===== src/rtl/uart_tx_arbiter.sv =====
// rtl/uart_tx_arbiter.sv - round-robin arbiter/sequencer sharing one UART transmitter
// Splits granted words into LSB-first bytes paced by thre, waits for tend, owns baud writes.
module uart_tx_arbiter #(
  parameter int         N         = 4,
  parameter int         IDW       = 2,
  parameter logic [8:0] DEF_DIV   = 9'd7,
  parameter int         GUARD_CYC = 2
) (
  input  logic             clk,
  input  logic             rst_n,
  input  logic [N-1:0]     req,
  input  logic [32*N-1:0]  req_data,
  input  logic [2*N-1:0]   req_len,
  output logic [N-1:0]     gnt,
  output logic [N-1:0]     done,
  input  logic [8:0]       cfg_div,
  input  logic             cfg_wr,
  output logic [31:0]      uart_d,
  output logic             uart_wrtx,
  output logic             uart_wrbaud,
  input  logic             uart_thre,
  input  logic             uart_tend,
  output logic             busy,
  output logic [IDW-1:0]   cur_id
);

  typedef enum logic [2:0] {S_INIT, S_IDLE, S_CFG, S_ISSUE, S_GUARD, S_DRAIN} state_t;

  state_t         state, state_nx;
  logic           armed;
  logic [IDW-1:0] last, cur_q, sel, cand;
  logic           found, grant;
  logic [31:0]    word_q;
  logic [1:0]     len_q, idx_q;
  logic [2:0]     gcnt;
  logic           cfg_pend;
  logic [8:0]     div_reg;
  logic           guard_end;

  // Search starts one past the last owner so every requester gets a turn.
  always_comb begin
    found = 1'b0;
    sel   = '0;
    cand  = '0;
    for (int k = 1; k <= N; k++) begin
      cand = IDW'((int'(last) + k) % N);
      if (!found && req[cand]) begin
        found = 1'b1;
        sel   = cand;
      end
    end
  end

  assign grant     = (state == S_IDLE) && !cfg_pend && found;
  assign guard_end = (gcnt == 3'(GUARD_CYC - 1));

  always_comb begin
    state_nx = state;
    case (state)
      S_INIT:  if (armed) state_nx = S_IDLE;
      S_IDLE:  if (cfg_pend) state_nx = S_CFG;
               else if (found) state_nx = S_ISSUE;
      S_CFG:   state_nx = S_IDLE;
      S_ISSUE: if (uart_thre) state_nx = S_GUARD;
      S_GUARD: if (guard_end) state_nx = (idx_q == len_q) ? S_DRAIN : S_ISSUE;
      S_DRAIN: if (uart_tend) state_nx = S_IDLE;
      default: state_nx = S_INIT;
    endcase
  end

  // INIT waits one cycle after reset release so wrbaud stays low while in reset.
  always_comb begin
    uart_wrbaud = ((state == S_INIT) && armed) || (state == S_CFG);
    uart_wrtx   = (state == S_ISSUE) && uart_thre;
    uart_d      = '0;
    if (uart_wrbaud)
      uart_d = {23'b0, div_reg};
    else if (uart_wrtx)
      uart_d = {24'b0, word_q[8*idx_q +: 8]};
    gnt  = grant ? ({{(N-1){1'b0}}, 1'b1} << sel) : '0;
    done = ((state == S_DRAIN) && uart_tend) ? ({{(N-1){1'b0}}, 1'b1} << cur_q) : '0;
    busy   = (state != S_IDLE);
    cur_id = cur_q;
  end

  always_ff @(posedge clk or negedge rst_n) begin
    if (!rst_n) begin
      state    <= S_INIT;
      armed    <= 1'b0;
      last     <= IDW'(N - 1);
      cur_q    <= '0;
      word_q   <= '0;
      len_q    <= '0;
      idx_q    <= '0;
      gcnt     <= '0;
      cfg_pend <= 1'b0;
      div_reg  <= DEF_DIV;
    end else begin
      state <= state_nx;
      armed <= 1'b1;
      if (grant) begin
        word_q <= req_data[32*sel +: 32];
        len_q  <= req_len[2*sel +: 2];
        idx_q  <= '0;
        last   <= sel;
        cur_q  <= sel;
      end
      gcnt <= (state == S_GUARD) ? gcnt + 3'd1 : 3'd0;
      if ((state == S_GUARD) && guard_end && (idx_q != len_q))
        idx_q <= idx_q + 2'd1;
      // A strobe landing on the CFG cycle must survive the clear.
      if (cfg_wr) begin
        cfg_pend <= 1'b1;
        div_reg  <= cfg_div;
      end else if (state == S_CFG) begin
        cfg_pend <= 1'b0;
      end
    end
  end

endmodule


===== config.mk =====
export PLATFORM = sky130hd
export DESIGN_NAME = uart_tx_arbiter
export DESIGN_NICKNAME = d
export VERILOG_FILES = /design/src/rtl/uart_tx_arbiter.sv
export SDC_FILE = /design/constraint.sdc
export NUM_CORES = 1
export LEC_CHECK = 0
export ABC_AREA = 1
export CAP_MARGIN = 40
export CORE_MARGIN = 4
export CORE_UTILIZATION = 35
export CTS_BUF_LIST = sky130_fd_sc_hd__clkbuf_16
export DETAILED_ROUTE_END_ITERATION = 16
export GPL_ROUTABILITY_DRIVEN = 0
export MAX_ROUTING_LAYER = met4
export PLACE_DENSITY = 0.78
export SLEW_MARGIN = 40
export SYNTH_ARGS = -nofsm -noshare
export SYNTH_HDL_FRONTEND = slang
export SYNTH_SLANG_ARGS = --single-unit
export TNS_END_PERCENT = 5

===== constraint.sdc =====
create_clock -name clk -period 4.35 [get_ports clk]
set_input_delay 0.87 -clock clk [delete_from_list [all_inputs] [get_ports clk]]
set_output_delay 0.87 -clock clk [all_outputs]
set_load 0.005 [all_outputs]

# Yosys cells after proc, flatten, opt, wreduce, memory -nomap -nowiden
# Cells that the tools add are included.
# W data, S select, Z words.
[classes]
muxes = 33
n_eq_ne = 14
n_reduce_logical = 19
shift = 5
add_sub_neg = 6
order_cmp = 4
[op_table]
columns = ["cell", "n"]
rows = [
  ["$shiftx A128 B8 Y32", 1],
  ["$shiftx A32 B6 Y8", 1],
  ["$mux W3", 8],
  ["$pmux W3 S6", 1],
  ["$lt A2 B3 Y1 const B", 4],
  ["$mux W2", 6],
  ["$logic_and A1 B1 Y1", 10],
  ["$mux W1", 10],
  ["$mux W9", 1],
  ["$bmux W1 S2", 4],
  ["$mux W4", 2],
  ["$mux W8", 1],
  ["$ne A2 B2 Y1 const B", 4],
  ["$shiftx A8 B4 Y2", 1],
  ["$shl A1 B2 Y4 const A", 2],
  ["$add A2 B1 Y2 const B", 3],
  ["$eq A3 B1 Y1 const B", 2],
  ["$eq A3 B2 Y1 const B", 2],
  ["$eq A3 B3 Y1 const B", 2],
  ["$reduce_and A5 Y1", 1],
  ["$add A2 B2 Y2 const B", 2],
  ["$logic_not A1 Y1", 4],
  ["$reduce_bool A2 Y1", 2],
  ["$add A3 B1 Y3 const B", 1],
  ["6 further kinds", 6],
]
[totals]
out_inout_bits = 45
input_bits = 154
register_bits = 57
word_cells = 91

# Logic depth before layout (Yosys ltp)
# Gate-level depths: netlist of run 1.
[depth]
word_depth = 16
mapped_depth = 17
mapped_depth_nobuf = 14

# Worst setup path after synthesis of run 1
# No wires, ideal clock.
[synth_path]
kind = "input to output"
startpoint = "in req[2]"
endpoint = "out gnt[2]"
required_ns = 3.480
n_path_buf = 1
path_slack_ns = 1.481
arrival_ns = 1.999
stages = 12
cell_sequence = "nand2_1 nand2_1 nand2_1 nand2_2 nor2_4 nand2_1 nand2_1 o21ai_2 nor2_2 buf_4 inv_2 nor2_1"
[synth_between]
elab_chain_len = 14
elab_cells_between_ends = 25
cone_classes = "1 x shift; 17 x mux; 7 x reduce/logical"
[synth_rtl]
columns = ["item", "line", "rtl"]
rows = [
  ["from (decl)", "11", "input logic [N-1:0] req,"],
  ["$bmux W1 S2", "47", "if (!found && req[cand]) begin"],
  ["$mux W1 (implied by the code)", "47", ""],
  ["$mux W1", "47", ""],
  ["$logic_not A1 Y1", "47", ""],
  ["$logic_and A1 B1 Y1", "47", ""],
  ["$mux W1", "47", ""],
  ["$logic_not A1 Y1", "47", ""],
  ["$logic_and A1 B1 Y1", "47", ""],
  ["$mux W1", "47", ""],
  ["$logic_not A1 Y1", "47", ""],
  ["$logic_and A1 B1 Y1", "47", ""],
  ["$mux W2 or $mux W1 (tied branches)", "47", ""],
  ["$shl A1 B2 Y4 or $logic_and A1 B1 Y1 (tied branches)", "80, 54", ""],
  ["$mux W4 (*)", "80", "gnt = grant ? ({{(N-1){1'b0}}, 1'b1} << sel) : '0;"],
  ["to (decl)", "14", "output logic [N-1:0] gnt,"],
]
# Mark *: on every way between the ends. The rest lies on a longest branch, timed or not. The select of a mux whose other input is x is not followed.

# Final worst setup path of run 1
[layout_path]
startpoint = "in req[3]"
endpoint = "out gnt[2]"
# Same word-level chain as after synthesis.

==> results of run 1 <==
## power by group
group	switching, W	total [W]	internal [W]
clock	0.000238	0.000679	0.000441
combinational	0.00181	0.00290	0.00108
sequential	0.000161	0.000905	0.000744
total	0.00221	0.00448	0.00227
## cell usage after synthesis (7+ instances only)
library cell / number / area [um2]
buf_1: 7 / 26.3
buf_4: 29 / 218
inv_1: 148 / 556
nor3_1: 7 / 35.0
or2_1: 18 / 113
a21oi_1: 12 / 60.1
nand2_1: 232 / 871
nor2_1: 13 / 48.8
nand4_1: 43 / 269
clkbuf_1: 13 / 48.8
buf_2: 11 / 55.1
nand3_1: 106 / 531
dfrtp_1: 52 / 1300
or2_2: 10 / 62.6
o21ai_0: 32 / 160
## area by class of cell
type	count	area (um2)
Sequential cell	57	1430
Multi-Input combinational cell	522	2460
Clock buffer	9	225
Clock inverter	7	71.3
Timing Repair Buffer	188	1840
Inverter	152	573
Tap cell	176	220
Fill cell	1359	6460
## cell families after synthesis
logic type | count (synthesis) | share of synthesized area
AND/OR/NAND/NOR | 439 | 0.424
buffers and inverters | 217 | 0.202
flip-flops | 57 | 0.300
AO/OA/AOI/OAI | 54 | 0.0618
XOR/XNOR | 3 | 0.00550
adder cells (fa/ha/maj) | 2 | 0.00523
other | 2 | 0.00157
## layer usage
layer  track usage  vias up  share of wire
met1         0.217     2356           0.42
met4        0.0676        0          0.030
met5             -        -              0
met2         0.314      164           0.50
met3        0.0232       30          0.049
li1              -     2671              -
## path summary, 6_finish.rpt
kind	end	slack, ns	cells after the start	startpoint
worst max-delay path	gnt[2]	0.61	12	req[3]
worst min-delay path	gcnt[0]$_DFF_PN0_	0.47	1	gcnt[0]$_DFF_PN0_
worst max register to register	word_q[31]$_DFFE_PN0P_	1.35	16	last[0]$_DFFE_PN1P_
worst min register to register	gcnt[0]$_DFF_PN0_	0.47	1	gcnt[0]$_DFF_PN0_
max in group asynchronous	last[0]$_DFFE_PN1P_	2.94	2	rst_n
min in group asynchronous	div_reg[7]$_DFFE_PN0P_	0.56	1	rst_n
## per-stage QoR
stage,hold WS [ns],util,cells
2_1_floorplan,0.437,-,796
3_3_place_gp,0.456,0.492,1095
3_5_place_dp,0.466,0.492,1095
4_1_cts,0.474,0.514,1111
5_1_grt,0.489,0.514,1111
6_report,0.469,0.514,1111
==> metrics.md, run 1 <==
| Metric | Value |
|---|---|
| Htree depth | 3 |
| Initial Utilization | 0.359 |
| Vias | 5221 |
| Final wirelength | 14200 um |
| Placement Cell Area | 0.00654 mm2 |
| Buffers on Ports | 175 |
| Syn_area_per_cell | 6.18 um2 |
| Post-synth EDFFs | 0 |
| Critical Path End Type | output pin |
| Gr ovfl total | 0 |
| Crit path kind | in -> out |
| TritonCTS buffer count | 9 |
| Mapped Cells | 774 |
| CP max stage cell | clkdlybuf4s50_1 |
| Most frequent cells in the layout | nand2_1, clkdlybuf4s50_1, inv_1, nand3_1, dfrtp_1 |
| Post-synth cell types | 35 |
| PnR worst setup slack | 0.614 ns |
| Number of flip-flops in the largest register | 32 |
| Root buffer cell | clkbuf_16 |
| Vias in the first global route | 4991 |
| FFs w/ async S/R, synth | 1.00 |
| DIE AREA | 0.0156 mm2 |
| Reg clk slew, reported paths | 0.05 ns |
| Pins Over Slew Limit | 0 |
| Layout net count | 1086 |
| Buf+Inv Stages, Crit Path | 3 |
| Final ANT Viol Nets | 0 |
| Die Height | 125 um |
| Commonest non-fill, non-tap cell in the layout | nand2_1 |
| Die Wd | 125 um |
| Placeable core area | 0.0133 mm2 |
| Worst Setup Start Kind | primary input |
| Final Cycle Share | 0.859 |
| Yosys reg bits | 57 |
| Top_reg_cell synth | dfrtp_1 |
| Share of layout cells above drive strength 1 | 0.0642 |
| WP data required | 3.48 ns |
| Setup violators final | 0 |
| Post-CTS sizing | 0 |
| Worst hold path class | reg -> reg |
| Power per cell area | 656 mW/mm2 |
| Worst-Margin Slew | 0.686 ns |
| Post-CTS setup buffer count | 0 |
| Ports | 199 |
| Clk_skew | 0.00392 ns |
| Worst VDD drop | 0.480 mV |
| CTS tree | done |
| Synth Warn # | 0 |
| Most frequent CP cell | nand2_1 |
| Max-Cap Viols | 0 |
| Cts hold-fix bufs | 0 |
| Clock latency on the worst-skew pair | 0.32 ns |
| Clk sink count | 57 |
| Final Cell Area | 0.00683 mm2 |
| Clock buffer depth | 2 |
| Detailed Place HPWL | 11000 um |
| Tmin final | 3.74 ns |
| CP cell instances | clkdlybuf4s50_1, nand2_1, nand3_1, nand2_1, o21ai_1, nand2_1, nand2_1, o21ai_2, nor2_2, inv_2, nor2_1, clkdlybuf4s50_1 |
| Fmax | 268 MHz |
| Mapped Area | 0.00478 mm2 |
| Synth-to-Final Area Change | 42.9% |
| Total GRT Usage | 0.182 |
| Cell Rows | 42 |
| Antenna violations before repair | 0 |
| Setup TNS | 0 ns |
| WL/cell | 12.8 um |
| Status | finished, final reports clean |
| Final Power | 0.00448 W |
| Register area share after synthesis | 0.300 |
| Drt drc | 0 |
| RSZ-0062 raised after global routing | no |
| Iter 0 DRT Violations | 311 |
| First-pass GRT wire length | 23100 um |
| CP max stage delay | 0.51 ns |
| WP data arrival | 2.87 ns |
| Leakage Power | 3.52 nW |
| Dpl ws | 0.620 ns |
| Delay-heaviest family, CP | buffers and inverters |
| Max FO, Critical Path | 3 |
| ANT cells | 0 |
| Fin. Hold Viols | 0 |
| Pin count of the biggest net entering global routing | 81 |
| Relative slew slack | 0.540 |
| Vias/cell | 4.70 |
| Drt pass-1 iters | 5 |
Note: power is estimated with default switching activity, not from simulation.
==> run 2, diff against run 1 <==
- CTS_BUF_LIST: sky130_fd_sc_hd__clkbuf_16 -> sky130_fd_sc_hd__clkbuf_2
- DONT_BUFFER_PORTS: default -> 1
- PLACE_DENSITY: 0.78 -> 0.59
==> run 2 against run 1 <==
  * First-iteration DRC count down 36%
  * Sequential power shrank 1%
  * Wire length decreased by 6.5%
  * Sequential cell count is the same
  * Core utilization decreased by 15 points
  * Clock skew is 0.015 ns higher
  * Via count is 15% lower
  * Count of clock-buffer cells in the layout increased by 2
==> metrics.md, run 2 (synthesis results as in run 1) <==
| Metric | Value |
|---|---|
| Status | finished, final reports clean |
| Tmin final | 3.67 ns |
| Clk sink count | 57 |
| TritonCTS buffer count | 9 |
| ANT cells | 0 |
| Clock latency on the worst-skew pair | 0.48 ns |
| Max FO, Critical Path | 42 |
| Drt pass-1 iters | 4 |
| Root buffer cell | clkbuf_2 |
| Iter 0 DRT Violations | 198 |
| Worst Setup Start Kind | flip-flop |
| Clk_skew | 0.0189 ns |
| Htree depth | 3 |
| Buffers on Ports | 0 |
| Power per cell area | 774 mW/mm2 |
| Layout net count | 909 |
| WHS | 0.0678 ns |
| Placement Cell Area | 0.00475 mm2 |
| Cell Rows | 42 |
| Vias | 4461 |
| Gr ovfl total | 0 |
| Most frequent cells in the layout | nand2_1, inv_1, nand3_1, dfrtp_1, nand4_1 |
| Commonest non-fill, non-tap cell in the layout | nand2_1 |
| Number of flip-flops in the largest register | 32 |
| Max-Cap Viols | 0 |
| Pins Over Slew Limit | 0 |
| RSZ-0062 raised after global routing | no |
| WL/cell | 14.3 um |
| Final ANT Viol Nets | 0 |
| Die Wd | 125 um |
| Antenna violations before repair | 0 |
| WP data arrival | 2.80 ns |
| Clock buffer depth | 2 |
| Final Cell Area | 0.00486 mm2 |
| Leakage Power | 2.75 nW |
| Setup violators final | 0 |
| Total GRT Usage | 0.172 |
| Reg clk slew, reported paths | 0.16 ns |
| Post-CTS setup buffer count | 0 |
| Ports | 199 |
| Fin util | 0.365 |
| Die Height | 125 um |
| Final wirelength | 13300 um |
| CTS tree | done |
| Worst VDD drop | 0.288 mV |
| Detailed Place HPWL | 9960 um |
| Pin count of the biggest net entering global routing | 47 |
| Cts hold-fix bufs | 2 |
| Placeable core area | 0.0133 mm2 |
| Share of layout cells above drive strength 1 | 0.0699 |
| Vias/cell | 4.78 |
| Critical Path End Type | output pin |
| Fin. Hold Viols | 0 |
| Relative slew slack | 0.467 |
| Worst hold path class | in -> async |
| Drt drc | 0 |
| First-pass GRT wire length | 21500 um |
| Crit path kind | reg -> out |
| DIE AREA | 0.0156 mm2 |
| Final Cycle Share | 0.845 |
| Setup TNS | 0 ns |
| Vias in the first global route | 4390 |
| Fmax | 272 MHz |
| Worst-Margin Slew | 0.796 ns |
| Initial Utilization | 0.359 |
| Post-CTS sizing | 0 |
| Synth-to-Final Area Change | 1.65% |
| WP data required | 3.48 ns |
[run 2: report_power, final]
| part | leakage (nW) | total (W) | switching (W) | internal, W |
|---|---|---|---|---|
| clock | 0.0606 | 0.000271 | 0.000197 | 0.0000738 |
| combinational | 1.99 | 0.00260 | 0.00173 | 0.000861 |
| sequential | 0.705 | 0.000893 | 0.000153 | 0.000740 |
[run 2: worst max-delay path, stage by stage, from the launching register on]
cell     delay [ns]
dfstp_2        0.68
nand2_1        0.08
nand2_1        0.09
nand2_1        0.07
nand2_1        0.08
inv_1          0.08
nand3_4        0.39
nand2_2        0.21
nor2_4         0.45
nand2_1        0.11
inv_1          0.10
[run 2: cell type report]
cell class / instances / area [um2]
inverters: 152 / 573
clock buffers: 11 / 55.1
flip-flops and latches: 57 / 1430
well taps: 176 / 220
clock inverters: 5 / 22.5
multi-input cells: 522 / 2460
repair buffers: 11 / 90.1
fillers: 1503 / 8440
[run 2: per-stage QoR]
step	instances	setup slack, ns	total power (W)
floorplan	796	1.48	0.00312
global placement	915	1.04	0.00350
detailed placement	915	0.998	0.00352
CTS	933	0.596	0.00381
global route	934	0.385	0.00423
finish	934	0.675	0.00376
[run 2: layer usage]
layer / part of all wire / wire length [um] / GRT usage
met1: 0.45 / 5930 / 0.217
met2: 0.51 / 6740 / 0.290
met3: 0.038 / 508 / 0.0322
met4: 0.010 / 136 / 0.0383
met5: 0 / 0 / -
[run 2: path summary, 6_finish.rpt]
path	from	endpoint	slack [ns]	cells past startpoint
worst max-delay path	last[0]$_DFFE_PN1P_	gnt[1]	0.68	10
worst min-delay path	rst_n	word_q[18]$_DFFE_PN0P_	0.07	0
worst max register to register	last[0]$_DFFE_PN1P_	word_q[22]$_DFFE_PN0P_	1.43	14
worst min register to register	gcnt[0]$_DFF_PN0_	gcnt[0]$_DFF_PN0_	0.48	1
max in group asynchronous	rst_n	word_q[24]$_DFFE_PN0P_	3.08	1
min in group clk	cfg_wr	div_reg[0]$_DFFE_PN1P_	0.47	1
